File: src/rtl/rst_seq_ctrl.sv
// Reset sequencer: filters PLL lock, holds all domains in reset, then releases them one by one.
// Optional ack watchdog enabled by defining RST_SEQ_TIMEOUT_EN.
//
// state     | meaning
// WAIT_LOCK | all domains in reset, filtering pll_locked
// HOLD      | lock accepted, holding all domains for HOLD_CYC cycles
// RELEASE   | one cycle; releases domain cur_dom on exit
// WAIT_ACK  | waiting for dom_ack[cur_dom] (or masked)
// GAP       | guard cycles before the next domain's release
// DONE      | all domains released, sys_ready high
// FAULT     | ack watchdog expired; one cycle, then HOLD
module rst_seq_ctrl #(
  parameter int NB_DOM = 3,
  parameter int LOCK_FILT = 4,
  parameter int HOLD_CYC = 16,
  parameter int GAP_CYC = 8,
  parameter logic [NB_DOM-1:0] ACK_MASK = {NB_DOM{1'b1}},
  parameter int TIMEOUT_CYC = 1024,
  localparam int CD_W = (NB_DOM > 1) ? $clog2(NB_DOM) : 1
) (
  input  logic              clk,
  input  logic              rst_in,
  input  logic              pll_locked,
  input  logic [NB_DOM-1:0] dom_ack,
  output logic [NB_DOM-1:0] rst_dom_n,
  output logic              sys_ready,
  output logic [CD_W-1:0]   cur_dom,
  output logic              err_timeout
);

  localparam int MAX_A = (LOCK_FILT > HOLD_CYC) ? LOCK_FILT : HOLD_CYC;
  localparam int MAX_B = (GAP_CYC > TIMEOUT_CYC) ? GAP_CYC : TIMEOUT_CYC;
  localparam int CNT_MAX = (MAX_A > MAX_B) ? MAX_A : MAX_B;
  localparam int CNT_W = $clog2(CNT_MAX + 1);

  typedef enum logic [2:0] {
    WAIT_LOCK, HOLD, RELEASE, WAIT_ACK, GAP, DONE, FAULT
  } state_t;

  state_t state, state_nxt;
  logic [CNT_W-1:0]  cnt, cnt_nxt;
  logic [NB_DOM-1:0] rst_nxt;
  logic              rdy_nxt;
  logic [CD_W-1:0]   dom_nxt;
  logic              ack_ok;
  logic              last_dom;

  assign ack_ok   = dom_ack[cur_dom] | ~ACK_MASK[cur_dom];
  assign last_dom = (cur_dom == CD_W'(NB_DOM - 1));

`ifdef RST_SEQ_TIMEOUT_EN
  logic err_q, err_nxt;
  assign err_timeout = err_q;
`else
  assign err_timeout = 1'b0;
`endif

  always_ff @(posedge clk) begin
    if (!rst_in) begin
      state     <= WAIT_LOCK;
      cnt       <= '0;
      rst_dom_n <= '0;
      sys_ready <= 1'b0;
      cur_dom   <= '0;
`ifdef RST_SEQ_TIMEOUT_EN
      err_q     <= 1'b0;
`endif
    end else begin
      state     <= state_nxt;
      cnt       <= cnt_nxt;
      rst_dom_n <= rst_nxt;
      sys_ready <= rdy_nxt;
      cur_dom   <= dom_nxt;
`ifdef RST_SEQ_TIMEOUT_EN
      err_q     <= err_nxt;
`endif
    end
  end

  always_comb begin
    state_nxt = state;
    cnt_nxt   = cnt;
    rst_nxt   = rst_dom_n;
    rdy_nxt   = sys_ready;
    dom_nxt   = cur_dom;
`ifdef RST_SEQ_TIMEOUT_EN
    err_nxt   = err_q;
`endif
    if (state != WAIT_LOCK && !pll_locked) begin
      // Lock loss restarts the whole sequence; the timeout flag survives.
      state_nxt = WAIT_LOCK;
      cnt_nxt   = '0;
      rst_nxt   = '0;
      rdy_nxt   = 1'b0;
      dom_nxt   = '0;
    end else begin
      case (state)
        WAIT_LOCK: begin
          if (!pll_locked) begin
            cnt_nxt = '0;
          end else if (cnt == CNT_W'(LOCK_FILT)) begin
            state_nxt = HOLD;
            cnt_nxt   = '0;
          end else begin
            cnt_nxt = cnt + 1'b1;
          end
        end
        HOLD: begin
          if (cnt == CNT_W'(HOLD_CYC - 1)) begin
            state_nxt = RELEASE;
            cnt_nxt   = '0;
          end else begin
            cnt_nxt = cnt + 1'b1;
          end
        end
        RELEASE: begin
          rst_nxt   = rst_dom_n | (NB_DOM'(1) << cur_dom);
          state_nxt = WAIT_ACK;
          cnt_nxt   = '0;
        end
        WAIT_ACK: begin
          if (ack_ok) begin
            cnt_nxt = '0;
            if (last_dom) begin
              state_nxt = DONE;
              rdy_nxt   = 1'b1;
              rst_nxt   = '1;
            end else if (GAP_CYC == 0) begin
              state_nxt = RELEASE;
              dom_nxt   = cur_dom + 1'b1;
            end else begin
              state_nxt = GAP;
            end
          end
`ifdef RST_SEQ_TIMEOUT_EN
          else if (cnt == CNT_W'(TIMEOUT_CYC - 1)) begin
            state_nxt = FAULT;
            cnt_nxt   = '0;
            rst_nxt   = '0;
            dom_nxt   = '0;
            err_nxt   = 1'b1;
          end else begin
            cnt_nxt = cnt + 1'b1;
          end
`endif
        end
        GAP: begin
          if (cnt == CNT_W'(GAP_CYC - 1)) begin
            state_nxt = RELEASE;
            cnt_nxt   = '0;
            dom_nxt   = cur_dom + 1'b1;
          end else begin
            cnt_nxt = cnt + 1'b1;
          end
        end
        DONE: begin
          rst_nxt = '1;
          rdy_nxt = 1'b1;
        end
        FAULT: begin
          state_nxt = HOLD;
          cnt_nxt   = '0;
        end
        default: begin
          state_nxt = WAIT_LOCK;
          cnt_nxt   = '0;
          rst_nxt   = '0;
          rdy_nxt   = 1'b0;
          dom_nxt   = '0;
        end
      endcase
    end
  end

endmodule

File: config.mk
export PLATFORM = sky130hd
export DESIGN_NAME = rst_seq_ctrl
export DESIGN_NICKNAME = d
export VERILOG_FILES = /design/src/rtl/rst_seq_ctrl.sv
export SDC_FILE = /design/constraint.sdc
export NUM_CORES = 1
export LEC_CHECK = 0
export CELL_PAD_IN_SITES_DETAIL_PLACEMENT = 0
export CELL_PAD_IN_SITES_GLOBAL_PLACEMENT = 1
export CORE_MARGIN = 4
export CORE_UTILIZATION = 44
export CTS_BUF_LIST = sky130_fd_sc_hd__clkbuf_4
export DETAILED_ROUTE_END_ITERATION = 8
export GPL_TIMING_DRIVEN = 0
export PLACE_DENSITY = 0.86
export SYNTH_ARGS = -nofsm -noshare
export SYNTH_HDL_FRONTEND = slang
export SYNTH_SLANG_ARGS = --single-unit
File: constraint.sdc
create_clock -name clk -period 2.1 [get_ports clk]
set_input_delay 0.21 -clock clk [delete_from_list [all_inputs] [get_ports clk]]
set_output_delay 0.21 -clock clk [all_outputs]
set_load 0.01 [all_outputs]
# After elaboration in Yosys (flattened, before gate mapping)
# Cells that the tools add are included.
[word_totals]
reg_bits = 20
output_inout_bits = 7
[classes]
order_cmp = 1
bitwise = 8
shifts = 1
reduce_logical = 13
add_sub_neg = 2
n_eq_ne = 16
n_mux = 25
[ops]
columns = ["operator", "n"]
rows = [
  ["11-bit 2-to-1 mux", 5],
  ["11-bit case mux with 5 select lines", 1],
  ["11-bit by 3-bit equality test with 1-bit output (second input constant)", 2],
  ["3-bit 2-to-1 mux", 7],
  ["3-bit case mux with 7 select lines", 1],
  ["2-bit != test (second input constant)", 6],
  ["3-bit case mux with 4 select lines", 1],
  ["11-bit by 1-bit adder with 11-bit output (second input constant)", 1],
  ["11-bit by 4-bit equality test with 1-bit output (second input constant)", 1],
  ["3-bit equality test (second input constant)", 3],
  ["3-bit by 2-bit equality test with 1-bit output (second input constant)", 2],
  ["1-bit NOT", 6],
  ["3-bit AND reduction", 2],
  ["6-bit AND reduction", 1],
  ["6-bit OR reduction", 1],
  ["1-bit 2-to-1 mux", 5],
  ["5-bit OR reduction", 1],
  ["1-bit binary-select mux with 2-bit select", 2],
  ["2-bit case mux with 2 select lines", 1],
  ["2-bit AND reduction", 2],
  ["4-bit OR reduction", 1],
  ["3-bit by 1-bit equality test with 1-bit output (second input constant)", 1],
  ["3-bit logical NOT", 1],
  ["2-bit by 3-bit < comparator with 1-bit output (second input constant)", 1],
  ["other kinds (11)", 11],
]

# Logic depth before layout (Yosys ltp)
[logic_depth]
ltp_word = 6
mapped_depth = 8
depth_no_buf = 7

# Least setup slack after synthesis
# OpenSTA, ideal clock, no wires.
[synth_timing]
kind = "register -> register"
startpoint = "register cnt[0]"
endpoint = "register cnt[9]"
arrival_ns = 1.822
path_stages_with_launch = 8
path_buffers = 1
setup_time_ns = 0.074
setup_slack_ns = 0.204
synth_period_minus_slack_ns = 1.896
path_cell_list = "dfxtp_1 -> ha_1 -> and4_1 -> or4_4 -> a31oi_4 -> buf_6 -> a31oi_1 -> a31oi_1"
[synth_between]
elab_chain_cells = 4
word_cells_on_any_way = 9
cone_classes = "add/sub (1); eq/ne (3); mux (5)"
[synth_lines]
columns = ["item", "line", "rtl"]
rows = [
  ["from (decl)", "41", "logic [CNT_W-1:0] cnt, cnt_nxt;"],
  ["from (signal assigned)", "70", "cnt <= cnt_nxt;"],
  ["11-bit by 1-bit adder with 11-bit output or 11-bit by 3-bit equality test with 1-bit output (tied branches)", "n/a", ""],
  ["11-bit 2-to-1 mux", "101", "end else if (cnt == CNT_W'(LOCK_FILT)) begin"],
  ["11-bit 2-to-1 mux", "99", "if (!pll_locked) begin"],
  ["11-bit case mux with 5 select lines (*)", "97", "case (state)"],
]
# Mark *: on every way between the ends. The rest lies on a longest branch, timed or not.
# A chain may end at the register's enable or synchronous reset.

# Worst setup path after layout
[layout_timing]
startpoint = "register cnt[0]"
endpoint = "register cnt[7]"
# Same word-level chain as after synthesis.

==> metrics.md <==
| Metric | Value |
|---|---|
| Max VDD drop | roughly 0.00035 V |
| Die area | 3806 µm² |
| Max-Cap Viols | 0 |
| Worst reg2reg path depth | 7 |
| Post-DP HPWL | 2133 µm |
| Vias | 1,232 |
| Crit path from | cnt[0] |
| Reg2reg start | cnt[0] |
| Drt total wl | 3019 µm |
| CP required | approximately 2400 ps |
| Unrepaired setup endpoints after global routing | yes |
| Synth cell types | between 40 and 50 |
| H-tree levels | 1 |
| Slew HR | 60.05% |
| Setup TNS | 0 ps |
| Syn_area_per_cell | 8.238 µm² |
| CTS Sinks | 20 |
| Final Skew | a little over 6 ps |
| Synth-to-Final Area Change | 20.71% |
| Post-synthesis sequential area ratio | 31.56% |
| Fin crit share | a little over nine tenths |
| Crit path max fanout | 6 |
| Core box area | around 2800 µm² |
| Initial antenna violation count | 0 |
| Max-slew violations | 0 |
| Critical path class | register to register |
| Startpoint Class | register |
| Worst-skew pair later-pin latency | about 310 ps |
| Setup violators final | 0 |
| Vias in the first global route | approximately 1,100 |
| Peak Freq | ~490 MHz |
| Fin cells | just over 200 |
| Hold Path Depth | 2 |
| DR WL/cell | ~15 µm |
| Global-route wire length before repair | between 4000 and 5000 µm |
| # fillers | about 270 |
| CTS clock-pin slew for the worst setup and hold paths | between 100 and 150 ps |
| FF+latch count, synth | 20 |
| GP Congestion | 0.8926 |
| Synth async-reset ratio | 0% |
| Synthesized cell area | approximately 1300 µm² |
| Number of flops mapped to enable cells by yosys | 0 |
| Detailed Routing Iterations Pass 1 | 4 |
| Status | completed |
| I/O Buffers | 11 |
| Vias per inst | 6.010 |
| CTS Buf Count | 3 |
| Total gr overflow | 0 |
| Placed cell count | 196 |
| Worst Setup End Kind | register |
| Synth Flop Type | dfxtp_1 |
| Final antenna-violating net count | 0 |
| Least-Margin Pin Slew | roughly 600 ps |
| # nets final | roughly 190 |
| Period minus WS final | 2039 ps |
| CP arrival | roughly 2300 ps |
| Iter 0 DRT Violations | between 60 and 70 |
| Pleak | approximately 0.00059 µW |
| Die width | a little over 60 µm |
| Fraction of layout cells with a size suffix above 1 | about 15% |
| CTS tree | done |
| Diodes inserted | 0 |
| Root buffer cell | clkbuf_4 |
| Clock Tree Buf Depth | 2 |
| I/O Pins | 13 |
| HP Start | sys_ready |
| # rows | 19 |
| Total track usage | between 15 and 20% |
| Hold WC Path Type | register to register |
| # DRC | 0 |
| Design area | 1531 µm² |
| Chip height | around 62 µm |
| P per Cell Area | 503.1 nW/µm² |
| Largest net degree at the start of global routing | 13 |
| Syn nets | approximately 170 |
| Initial Util | between 40% and 50% |
| Final hold vios | 0 |
| Cells after synthesis | around 150 |
| Placed cell areas | 1418 µm² |
| YS warnings | 0 |
| Hold_buf cts | 0 |
-- report_power, final --
group	total [µW]	switching [µW]	leakage (µW)	internal, µW
Combinational	63.8	30.3	0.000403	33.4
Clock	322	128	0.0000279	193
Sequential	385	3.04	0.000162	382
Total	771	162	0.000593	609
-- routing by layer --
layer | GRT usage (%) | part of all wire [%] | vias up
li1 | - | - | 616
met1 | 21.44 | 45 | 565
met2 | 29.60 | 48 | 47
met3 | 2.893 | 5.8 | 4
met4 | 6.364 | 1.3 | 0
met5 | 0 | 0 | -
-- critical path, stage by stage, from the launching register on --
cell	delay, ps
dfxtp_4	380
ha_2	210
and4_1	200
or4_4	510
a31oi_4	300
buf_4	170
and3_1	140
a221o_1	90
-- synthesized netlist by cell type, types with 2 or more instances --
library cell	n	area [µm²]
dfxtp_1	20	400.4
nand2_1	16	60.06
a21oi_1	13	65.06
nor2_1	9	33.78
o21ai_0	8	40.04
inv_1	7	26.28
and3_1	6	37.54
ha_1	6	75.07
nand3_1	6	30.03
a31oi_1	5	31.28
nand2b_1	4	25.02
nand4_1	4	25.02
clkbuf_1	3	11.26
nor3_1	3	15.01
a221o_1	2	20.02
a22o_1	2	17.52
a311oi_1	2	17.52
and2b_1	2	15.01
and3b_1	2	17.52
buf_2	2	10.01
nor4bb_1	2	20.02
o21a_1	2	15.01
o21ai_1	2	10.01
-- metrics by stage --
stage / util, % / total power [µW] / hold WS [ps] / worst slack [ps]
after floorplan: - / 426.2 / 456.7 / 204.1
after global placement: 51.41 / 442.8 / 448.0 / -35.59
after detailed placement: 51.41 / 445.7 / 461.8 / -77.72
after CTS: 53.45 / 772.3 / 479.4 / 8.823
after global routing: 55.54 / 802.8 / 517.5 / -19.41
final: 55.54 / 770.5 / 472.6 / 61.06
-- final timing paths --
check / end / slack [ps]
max reg2reg: cnt[7] / 60
min reg2reg: sys_ready / 470
max: cnt[7] / 60
min: sys_ready / 470
-- cells in the final DEF, fill, tap and decap left out, drive strengths merged, types with 6 or more instances in the layout --
cell	n
dfxtp	20
nand2	16
a21oi	14
clkdlybuf4s50	11
o21ai	10
nor2	9
buf	9
inv	7
and3	6
nand3	6
a31oi	6
ha	6
clkbuf	6
-- layout make-up --
class | count | area, µm² | area share [%]
sequential | 20 | 405.4 | 26.47
tap | 31 | 38.79 | 2.533
multi-input combinational | 120 | 820.8 | 53.59
buffer | 7 | 40.04 | 2.614
timing repair buffer | 16 | 147.6 | 9.641
clock inverter | 1 | 30.03 | 1.961
clock buffer | 3 | 22.52 | 1.471
inverter | 7 | 26.28 | 1.716
-- cells by family after synthesis --
kind of cell | synth area share, %
xor+xnor | 0.6905
mux | 1.676
simple gates | 29.39
flops | 31.56
other cells | 0.2956
compound gates | 25.25
buf+inv | 5.227
fa+ha+maj | 5.917
-- repair_timing --
item / 4_1_cts / 5_1_grt
endpoints found under the setup margin: 4 / 8
buffers inserted: 0 / 4
resized for setup: 1 / 7
endpoints found under the hold margin: 0 / 0
pin swaps: 1 / 2
cloned: 0 / 1
-- state kept, by name, summed over array words and instances (netlist names) --
| register | cells |
|---|---|
| state | 3 |
| sys_ready | 1 |
| rst_dom_n | 3 |
| cur_dom | 2 |
| cnt | 11 |
Power figures use the tool's default switching activity.
